[config.mk]
export PLATFORM = sky130hd
export DESIGN_NAME = axi4lite_uart_master
export DESIGN_NICKNAME = d
export VERILOG_FILES = /design/src/rtl/axi4lite_pkg.sv /design/src/rtl/axi4lite_uart_master.sv
export SDC_FILE = /design/constraint.sdc
export NUM_CORES = 1
export LEC_CHECK = 0
export ABC_AREA = 1
export BUFFER_PORTS_ARGS = -buffer_cell sky130_fd_sc_hd__clkbuf_2
export CORE_ASPECT_RATIO = 0.6
export CORE_MARGIN = 4
export CORE_UTILIZATION = 41
export CTS_BUF_LIST = sky130_fd_sc_hd__clkbuf_8 sky130_fd_sc_hd__clkbuf_16
export DETAILED_ROUTE_END_ITERATION = 8
export PLACE_DENSITY = 0.81
export SYNTH_ARGS = -nofsm -noshare
export SYNTH_HDL_FRONTEND = slang
export SYNTH_SLANG_ARGS = --single-unit
[constraint.sdc]
create_clock -name clk -period 1.25 [get_ports clk]
set_input_delay 0.125 -clock clk [delete_from_list [all_inputs] [get_ports clk]]
set_output_delay 0.125 -clock clk [all_outputs]
set_load 0.05 [all_outputs]
[src/rtl/axi4lite_pkg.sv]
// Shared AXI4-Lite response codes, FSM state encoding and a saturating counter helper
// for the UART command-to-AXI bridge.
package axi4lite_pkg;

    typedef logic [1:0] axi_resp_t;

    localparam axi_resp_t RESP_OKAY   = 2'b00;
    localparam axi_resp_t RESP_EXOKAY = 2'b01;
    localparam axi_resp_t RESP_SLVERR = 2'b10;
    localparam axi_resp_t RESP_DECERR = 2'b11;

    localparam logic [2:0] ST_IDLE = 3'd0;
    localparam logic [2:0] ST_WR   = 3'd1;
    localparam logic [2:0] ST_WB   = 3'd2;
    localparam logic [2:0] ST_RA   = 3'd3;
    localparam logic [2:0] ST_RD   = 3'd4;
    localparam logic [2:0] ST_RSP  = 3'd5;

    function automatic logic [7:0] sat_inc8(input logic [7:0] v);
        return (v == 8'hFF) ? v : v + 8'd1;
    endfunction

endpackage

[src/rtl/axi4lite_uart_master.sv]
// Single-outstanding command-to-AXI4-Lite master driving the UART slave port.
// state | meaning
// IDLE  | cmd_ready high, waiting for a command
// WR    | AW and W presented, each dropped after its own handshake
// WB    | waiting for write response
// RA    | AR presented until arready
// RD    | waiting for read data
// RSP   | response held until rsp_ready
module axi4lite_uart_master
    import axi4lite_pkg::*;
#(
    parameter int AXI4_ADDRESS_WIDTH = 5,
    parameter int AXI4_RDATA_WIDTH   = 32,
    parameter int AXI4_WDATA_WIDTH   = 32,
    parameter int AXI4_PROT_WIDTH    = 3
) (
    input  logic                            clk,
    input  logic                            wb_rst_i,
    input  logic                            cmd_valid,
    output logic                            cmd_ready,
    input  logic                            cmd_we,
    input  logic [AXI4_ADDRESS_WIDTH-1:0]   cmd_addr,
    input  logic [AXI4_WDATA_WIDTH-1:0]     cmd_wdata,
    input  logic [AXI4_WDATA_WIDTH/8-1:0]   cmd_wstrb,
    output logic                            rsp_valid,
    input  logic                            rsp_ready,
    output logic [AXI4_RDATA_WIDTH-1:0]     rsp_rdata,
    output logic [1:0]                      rsp_resp,
    output logic                            rsp_we,
    output logic [7:0]                      err_cnt,
    output logic                            m_axi_awvalid,
    output logic [AXI4_ADDRESS_WIDTH-1:0]   m_axi_awaddr,
    output logic [AXI4_PROT_WIDTH-1:0]      m_axi_awprot,
    input  logic                            m_axi_awready,
    output logic                            m_axi_wvalid,
    output logic [AXI4_WDATA_WIDTH-1:0]     m_axi_wdata,
    output logic [AXI4_WDATA_WIDTH/8-1:0]   m_axi_wstrb,
    input  logic                            m_axi_wready,
    input  logic                            m_axi_bvalid,
    input  logic [1:0]                      m_axi_bresp,
    output logic                            m_axi_bready,
    output logic                            m_axi_arvalid,
    output logic [AXI4_ADDRESS_WIDTH-1:0]   m_axi_araddr,
    output logic [AXI4_PROT_WIDTH-1:0]      m_axi_arprot,
    input  logic                            m_axi_arready,
    input  logic                            m_axi_rvalid,
    input  logic [AXI4_RDATA_WIDTH-1:0]     m_axi_rdata,
    input  logic [1:0]                      m_axi_rresp,
    output logic                            m_axi_rready
);

    logic [2:0]                     state_q, state_d;
    logic [AXI4_ADDRESS_WIDTH-1:0]  addr_q, addr_d;
    logic [AXI4_WDATA_WIDTH-1:0]    wdata_q, wdata_d;
    logic [AXI4_WDATA_WIDTH/8-1:0]  wstrb_q, wstrb_d;
    logic                           we_q, we_d;
    logic                           aw_done_q, aw_done_d;
    logic                           w_done_q, w_done_d;
    logic [AXI4_RDATA_WIDTH-1:0]    rdata_q, rdata_d;
    axi_resp_t                      resp_q, resp_d;
    logic [7:0]                     err_q, err_d;

    always_comb begin
        state_d   = state_q;
        addr_d    = addr_q;
        wdata_d   = wdata_q;
        wstrb_d   = wstrb_q;
        we_d      = we_q;
        aw_done_d = aw_done_q;
        w_done_d  = w_done_q;
        rdata_d   = rdata_q;
        resp_d    = resp_q;
        err_d     = err_q;
        case (state_q)
            ST_IDLE: if (cmd_valid) begin
                addr_d    = cmd_addr;
                wdata_d   = cmd_wdata;
                wstrb_d   = cmd_wstrb;
                we_d      = cmd_we;
                aw_done_d = 1'b0;
                w_done_d  = 1'b0;
                state_d   = cmd_we ? ST_WR : ST_RA;
            end
            ST_WR: begin
                // The two channels complete independently, in either order.
                aw_done_d = aw_done_q | m_axi_awready;
                w_done_d  = w_done_q | m_axi_wready;
                if (aw_done_d && w_done_d) state_d = ST_WB;
            end
            ST_WB: if (m_axi_bvalid) begin
                rdata_d = '0;
                resp_d  = m_axi_bresp;
                if (m_axi_bresp != RESP_OKAY) err_d = sat_inc8(err_q);
                state_d = ST_RSP;
            end
            ST_RA: if (m_axi_arready) state_d = ST_RD;
            ST_RD: if (m_axi_rvalid) begin
                rdata_d = m_axi_rdata;
                resp_d  = m_axi_rresp;
                if (m_axi_rresp != RESP_OKAY) err_d = sat_inc8(err_q);
                state_d = ST_RSP;
            end
            ST_RSP: if (rsp_ready) state_d = ST_IDLE;
            default: state_d = ST_IDLE;
        endcase
    end

    always_ff @(posedge clk) begin
        if (wb_rst_i) begin
            state_q   <= ST_IDLE;
            addr_q    <= '0;
            wdata_q   <= '0;
            wstrb_q   <= '0;
            we_q      <= 1'b0;
            aw_done_q <= 1'b0;
            w_done_q  <= 1'b0;
            rdata_q   <= '0;
            resp_q    <= RESP_OKAY;
            err_q     <= 8'd0;
        end else begin
            state_q   <= state_d;
            addr_q    <= addr_d;
            wdata_q   <= wdata_d;
            wstrb_q   <= wstrb_d;
            we_q      <= we_d;
            aw_done_q <= aw_done_d;
            w_done_q  <= w_done_d;
            rdata_q   <= rdata_d;
            resp_q    <= resp_d;
            err_q     <= err_d;
        end
    end

    assign cmd_ready     = (state_q == ST_IDLE);
    assign rsp_valid     = (state_q == ST_RSP);
    assign rsp_rdata     = rdata_q;
    assign rsp_resp      = resp_q;
    assign rsp_we        = we_q;
    assign err_cnt       = err_q;

    assign m_axi_awvalid = (state_q == ST_WR) && !aw_done_q;
    assign m_axi_awaddr  = addr_q;
    assign m_axi_awprot  = '0;
    assign m_axi_wvalid  = (state_q == ST_WR) && !w_done_q;
    assign m_axi_wdata   = wdata_q;
    assign m_axi_wstrb   = wstrb_q;
    assign m_axi_bready  = (state_q == ST_WB);
    assign m_axi_arvalid = (state_q == ST_RA);
    assign m_axi_araddr  = addr_q;
    assign m_axi_arprot  = '0;
    assign m_axi_rready  = (state_q == ST_RD);

endmodule

Word level (Yosys, flattened, before mapping)
Cells that the tools add are included.
Widths: inputs -> output; s select.
Word-level totals
  register bits after elaboration: 89
  input port bits: 87
  output and inout port bits: 102
  logic and storage cells: 65
Operators by class
  add/subtract/negate cells: 1
  eq/ne operators: 14
  multiplexer cells: 23
  bitwise gates (word level): 2
  reductions and logical operators: 15
Operator list (number)
  $mux 32: 2
  $pmux 32 s2: 1
  $mux 8: 5
  $mux 3: 6
  $pmux 3 s6: 1
  $pmux 8 s2: 1
  $add 8x1->8 const B: 1
  $eq 8x8->1 const B: 1
  $ne 2x1->1 const B: 4
  $ne 2x2->1 const B: 4
  $reduce_bool 2->1: 4
  $eq 3x2->1 const B: 2
  $eq 3x3->1 const B: 2
  $mux 2: 3
  $reduce_and 6->1: 1
  $reduce_and 5->1: 1
  $pmux 1 s2: 2
  $pmux 2 s2: 1
  $reduce_and 2->1: 2
  $eq 3x1->1 const B: 1
  $logic_and 1x1->1: 3
  $logic_not 3->1: 1
  $reduce_and 3->1: 1
  $logic_not 1->1: 2
  other kinds (2): 3

Logic depth before layout (Yosys ltp)
  word-level depth: 5
  gate-level depth with buffers: 9
  mapped depth without buffers: 9

Least setup slack after synthesis
No wires, ideal clock.
  path type: register -> register
  from: register err_q[0], in the netlist err_cnt[0]
  to: register err_q[4], in the netlist err_cnt[4]
  setup time: 64 ps
  data arrival time: 1678 ps
  required time: 1186 ps
  setup slack: -492 ps
  cell stages (with the launch flop): 10
  buffers on the path: 0
  clock period less this slack: 1742 ps
  cells stage by stage: dfxtp_1 > ha_1 > nand2_1 > nor2_1 > nand2_1 > nand3_1 > nor2_4 > inv_2 > nor2_1 > nor2_1
On the way
  word-level cells in the longest chain between the ends: 5
  elaborated cells between the ends (all ways): 8
  classes of those cells: add/sub (1); eq/ne (1); mux (6)
Ends and longest elaborated chain
  from (decl): RTL line axi4lite_uart_master.sv:61  | logic [7:0] err_q, err_d;
  from (signal assigned): RTL line axi4lite_uart_master.sv:130  | err_q <= err_d;
  $add 8x1->8 or $eq 8x8->1 (tied branches): RTL line axi4lite_pkg.sv:20  | return (v == 8'hFF) ? v : v + 8'd1;
  $mux 8 *: RTL line axi4lite_pkg.sv:20
  $mux 8 (on tied branches): RTL line axi4lite_uart_master.sv:100, axi4lite_uart_master.sv:93
  $mux 8 (on tied branches): RTL line axi4lite_uart_master.sv:97, axi4lite_uart_master.sv:90
  $pmux 8 s2 *: RTL line axi4lite_uart_master.sv:74  | case (state_q)
Mark *: on every way between the ends. The rest lies on a longest branch, timed or not. The select of a mux whose other input is x is not followed.
A chain may end at the register's enable or synchronous reset.

Worst setup path in the final report
  from: register state_q[2]
  to: register err_q[1], in the netlist err_cnt[1]
On the way
  word-level cells in the longest chain between the ends: 3
  elaborated cells between the ends (all ways): 9
  classes of those cells: eq/ne (6); mux (1); reduce/logical (2)
Ends and longest elaborated chain
  from (decl): RTL line axi4lite_uart_master.sv:52  | logic [2:0] state_q, state_d;
  from (signal assigned): RTL line axi4lite_uart_master.sv:121  | state_q <= state_d;
  $eq 3x3->1 or $eq 3x2->1 (tied branches): RTL line axi4lite_uart_master.sv:74
  $ne 2x1->1 (no line) (tied with other cells)
  $reduce_and 5->1 (no line)
Several ways; a longest one is shown, not always the timed one.

==> impl_summary.log <==
[metrics] outcome: finished, violations left
[metrics] failing checks: setup timing
[metrics] endpoint kind of the worst setup timing path: register
[metrics] synthesized-area fraction occupied by xor and xnor cells: less than 1%
[metrics] number of rows created at floorplan: 27
[metrics] Worst Setup Path Type: reg2reg
[metrics] Clk Tree Root Cell: sky130_fd_sc_hd__clkbuf_16
[metrics] data arrival time of the critical path: approximately 1.9 ns
[metrics] clock transition at the registers of the reported paths: about 0.070 ns
[metrics] Max rail drop VDD: around 1.8 mV
[metrics] max-capacitance violation count: 0
[metrics] post-synthesis cell count: 504
[metrics] Slew Limit Fails: 0
[metrics] Synth top area share: between 40% and 50%
[metrics] maximum number of pins on one net before global-route repair: between 70 and 80
[metrics] delay of the slowest cell on the worst path: 0.37 ns
[metrics] origin of the critical flop-to-flop path: state_q[2]
[metrics] critical hold path startpoint: m_axi_rdata[15]
[metrics] Placed Cells incl. Taps: between 800 and 900
[metrics] post-synth design cell area: around 0.0038 mm2
[metrics] kind of cell with the highest combined delay on the critical path: simple AND/OR/NAND/NOR gates
[metrics] number of antenna violations at the first check in global routing: 0
[metrics] DRT iter0 DRCs: ~220
[metrics] top_reg_cell synth: sky130_fd_sc_hd__dfxtp_1
[metrics] logic depth of the worst register-to-register path: 11
[metrics] number of library cell types mapped by synthesis: 29
[metrics] power density of the placed cells: roughly 2600 mW/mm2
[metrics] Routed Antenna Nets: 0
[metrics] chain of cells forming the critical path: buf_6 -> nand2_4 -> nand2_4 -> nor2_4 -> nand3_4 -> buf_6 -> nor2_4 -> buf_6 -> buf_6 -> nor2_2 -> nor2_1
[metrics] area taken by flip-flops and latches: roughly 0.0018 mm2
[metrics] Warnings, synthesis: 0
[metrics] Sink Count: 89
[metrics] antenna cells: 0
[metrics] synth top area cells: sky130_fd_sc_hd__dfxtp_1, sky130_fd_sc_hd__nand2_1, sky130_fd_sc_hd__nand3_1
[metrics] final worst slack: -0.3928 ns
[metrics] post-placement cell area: 0.005129 mm2
[metrics] Mean Syn Cell Area: approximately 7.6 um2
[metrics] via count of the first global-routing pass: approximately 4200
[metrics] time the worst path needs with I/O delays and setup: between 1.5 and 2 ns
[metrics] number of buffer and inverter stages on the critical path: 4
[metrics] non-filler instance count after layout: a little under 900
[metrics] setup_tns: -27.57 ns
[metrics] post-synthesis cell type with the largest combined area: sky130_fd_sc_hd__dfxtp_1
[metrics] critical path launch point type: register
[metrics] multiplexer fraction of the synthesized cell area: 0%
[metrics] detailed placer's ending HPWL: approximately 8300 um
[metrics] required time of the worst setup path: ~1.5 ns
[metrics] unrepaired setup endpoints after global routing: yes
[metrics] Highest Clock Rate: 608.7 MHz
[metrics] die boundary height: 82.96 um
[metrics] fraction of final layout cells sized beyond drive strength 1: between 70 and 80%
[metrics] fraction of registers with async set/reset: 0%
[metrics] final cell area excluding filler cells: ~0.0073 mm2
[metrics] I/O pin count: between 150 and 200
[metrics] most prevalent standard cell on the critical path: sky130_fd_sc_hd__buf_6
[metrics] average routed wire per standard cell: ~19 um
[metrics] die width: ~130 um
[metrics] DIE AREA: between 0.01 and 0.015 mm2
[metrics] most frequent cells in the layout: sky130_fd_sc_hd__clkbuf_2, sky130_fd_sc_hd__dfxtp_1, sky130_fd_sc_hd__a21oi_2
[metrics] Via density: approximately 5.3
[metrics] simple-gate share of the synthesized area: a little over 30%
[metrics] insertion delay to the later sink of the worst-skew pair: 0.34 ns
[metrics] synth-to-layout area growth: 89.83%
[metrics] Final setup viols: 96
[metrics] global-route total usage across every layer: 23.89%
[metrics] residual overflow from global routing: 0
[metrics] share of the cycle needed by the critical path after routing: 131.4%
[metrics] FF-to-FF setup slack: -0.39 ns
[metrics] drc violations: 0
[metrics] Synth Area in Compound Gates: ~13%
[metrics] CTS H-Tree Depth: 3
[metrics] Total Wirelength: around 16000 um
[metrics] maximum fanout encountered on the critical timing path: 5
[metrics] I/O Buffers: between 150 and 200
[metrics] count of vias placed by the detailed router: between 4000 and 5000
[metrics] most common cell after layout, fill and taps aside: sky130_fd_sc_hd__clkbuf_2
[metrics] Hold Fails Final Rpt: 0
[metrics] combined area of the multi-input logic cells: between 0.002 and 0.003 mm2
[metrics] Final GP Congestion: roughly 0.87
[metrics] worst r2r dst: err_cnt[1]
[metrics] WHS Endpoint: rsp_rdata[15]
[metrics] effective utilization at floorplan: a little over two fifths
[metrics] clock tree from TritonCTS: yes
[metrics] hold slack final: between 0.015 and 0.02 ns
[metrics] slowest library cell on the worst path: sky130_fd_sc_hd__dfxtp_4
[metrics] Core ar.: between 0.009 and 0.01 mm2
[metrics] Synth Area in Adders: 0.3258%
[metrics] combinational family with the most area after synthesis: simple AND/OR/NAND/NOR gates
[metrics] maximum clock skew at final layout: 0.007414 ns
[metrics] global-route wire length before repair: 21400 um
[metrics] leakage power figure: approximately 3.2 nW
[metrics] crit path launch: state_q[2]
[metrics] sequential element share of the synthesized area: 46.40%
[metrics] number of buffers on the longest clock path: 2
[metrics] number of optimization iterations in the first detailed-route pass: 4
[metrics] total clock buffers created by CTS: 9
[metrics] number of synthesized flops with an enable pin: 0
[metrics] register bit total from synthesis: 89
[metrics] number of nets in the finished design: between 800 and 900
[metrics] class of the tightest hold or removal check: in2reg
[metrics] Filler Cells Inserted: around 530
[metrics] number of cells on the worst hold path: 3
registers in the layout, indices dropped and copies added (netlist names), 2 cells and up:
name	flops
m_axi_wstrb	4
err_cnt	8
state_q	3
rsp_resp	2
m_axi_araddr	5
m_axi_wdata	32
rsp_rdata	32
worst register-to-register path, cell delays in order (launching register included):
cell	delay, ns
sky130_fd_sc_hd__dfxtp_4	0.37
sky130_fd_sc_hd__buf_6	0.13
sky130_fd_sc_hd__nand2_4	0.06
sky130_fd_sc_hd__nand2_4	0.06
sky130_fd_sc_hd__nor2_4	0.13
sky130_fd_sc_hd__nand3_4	0.12
sky130_fd_sc_hd__buf_6	0.14
sky130_fd_sc_hd__nor2_4	0.20
sky130_fd_sc_hd__buf_6	0.14
sky130_fd_sc_hd__buf_6	0.09
sky130_fd_sc_hd__nor2_2	0.02
sky130_fd_sc_hd__nor2_1	0.09
routing by layer:
layer | vias up | part of all wire (%) | wire (um) | GRT usage (%)
li1 | 2125 | - | - | -
met2 | 214 | 49 | 7923 | 40.75
met1 | 2223 | 41 | 6716 | 30.05
met3 | 40 | 6.8 | 1102 | 5.569
met5 | - | 0 | 0 | 0
met4 | 0 | 2.9 | 467 | 7.358
synthesized netlist by cell type, drive strengths merged, types with 2 or more instances:
master / instances
inv: 18
nand2: 126
o21ai: 5
nor2: 39
xor2: 3
buf: 34
dfxtp: 89
nand4: 2
clkbuf: 14
nand3: 85
a21oi: 82
metrics by stage:
step                util (%)  worst slack [ns]  power (mW)
detailed placement     56.02           -0.2854       10.66
global route           79.62           -0.4631       19.69
floorplan                  -           -0.1021       8.826
CTS                    69.13           -0.2762       16.42
global placement       56.02           -0.1677       10.48
finish                 79.62           -0.3928       18.95
how the worst max path moves through the flow:
| stage | end | slack, ns | depth (start not counted) |
|---|---|---|---|
| global route | err_cnt[5] | -0.46 | 10 |
| detailed placement | state_q[2] | -0.29 | 8 |
| CTS | m_axi_wvalid | -0.28 | 6 |
| global placement | state_q[0] | -0.17 | 6 |
| floorplan | err_cnt[4] | -0.10 | 9 |
| finish | err_cnt[1] | -0.39 | 11 |
area by class of cell:
cell class | count | share of cell area (%)
clock buffer | 10 | 3.278
clock inverter | 6 | 0.9097
inverter | 19 | 1.356
multi-input combinational | 353 | 37.59
sequential | 89 | 24.79
tap | 130 | 2.231
timing repair buffer | 268 | 29.85
logic make-up (layout without fill, tap and decap cells):
family,Yosys count,count (layout)
xor+xnor,3,3
other cells,1,6
buf+inv,67,303
compound gates,88,88
simple gates,255,255
flops,89,89
fa+ha+maj,1,1
report_power, final:
group          internal, mW  switching, mW
logic                  5.30           6.98
clock network          1.61           1.13
registers              3.39          0.539
what timing repair did:
action                                  4_1_cts  5_1_grt
hold buffers                                  0        0
endpoints found under the setup margin       94       97
pin swaps                                    35       49
buffers inserted                             29       12
gates resized for setup                     102      206
endpoints found under the hold margin         0        0
gates cloned                                 11        6
No activity file was read; power rests on OpenSTA's default activity.
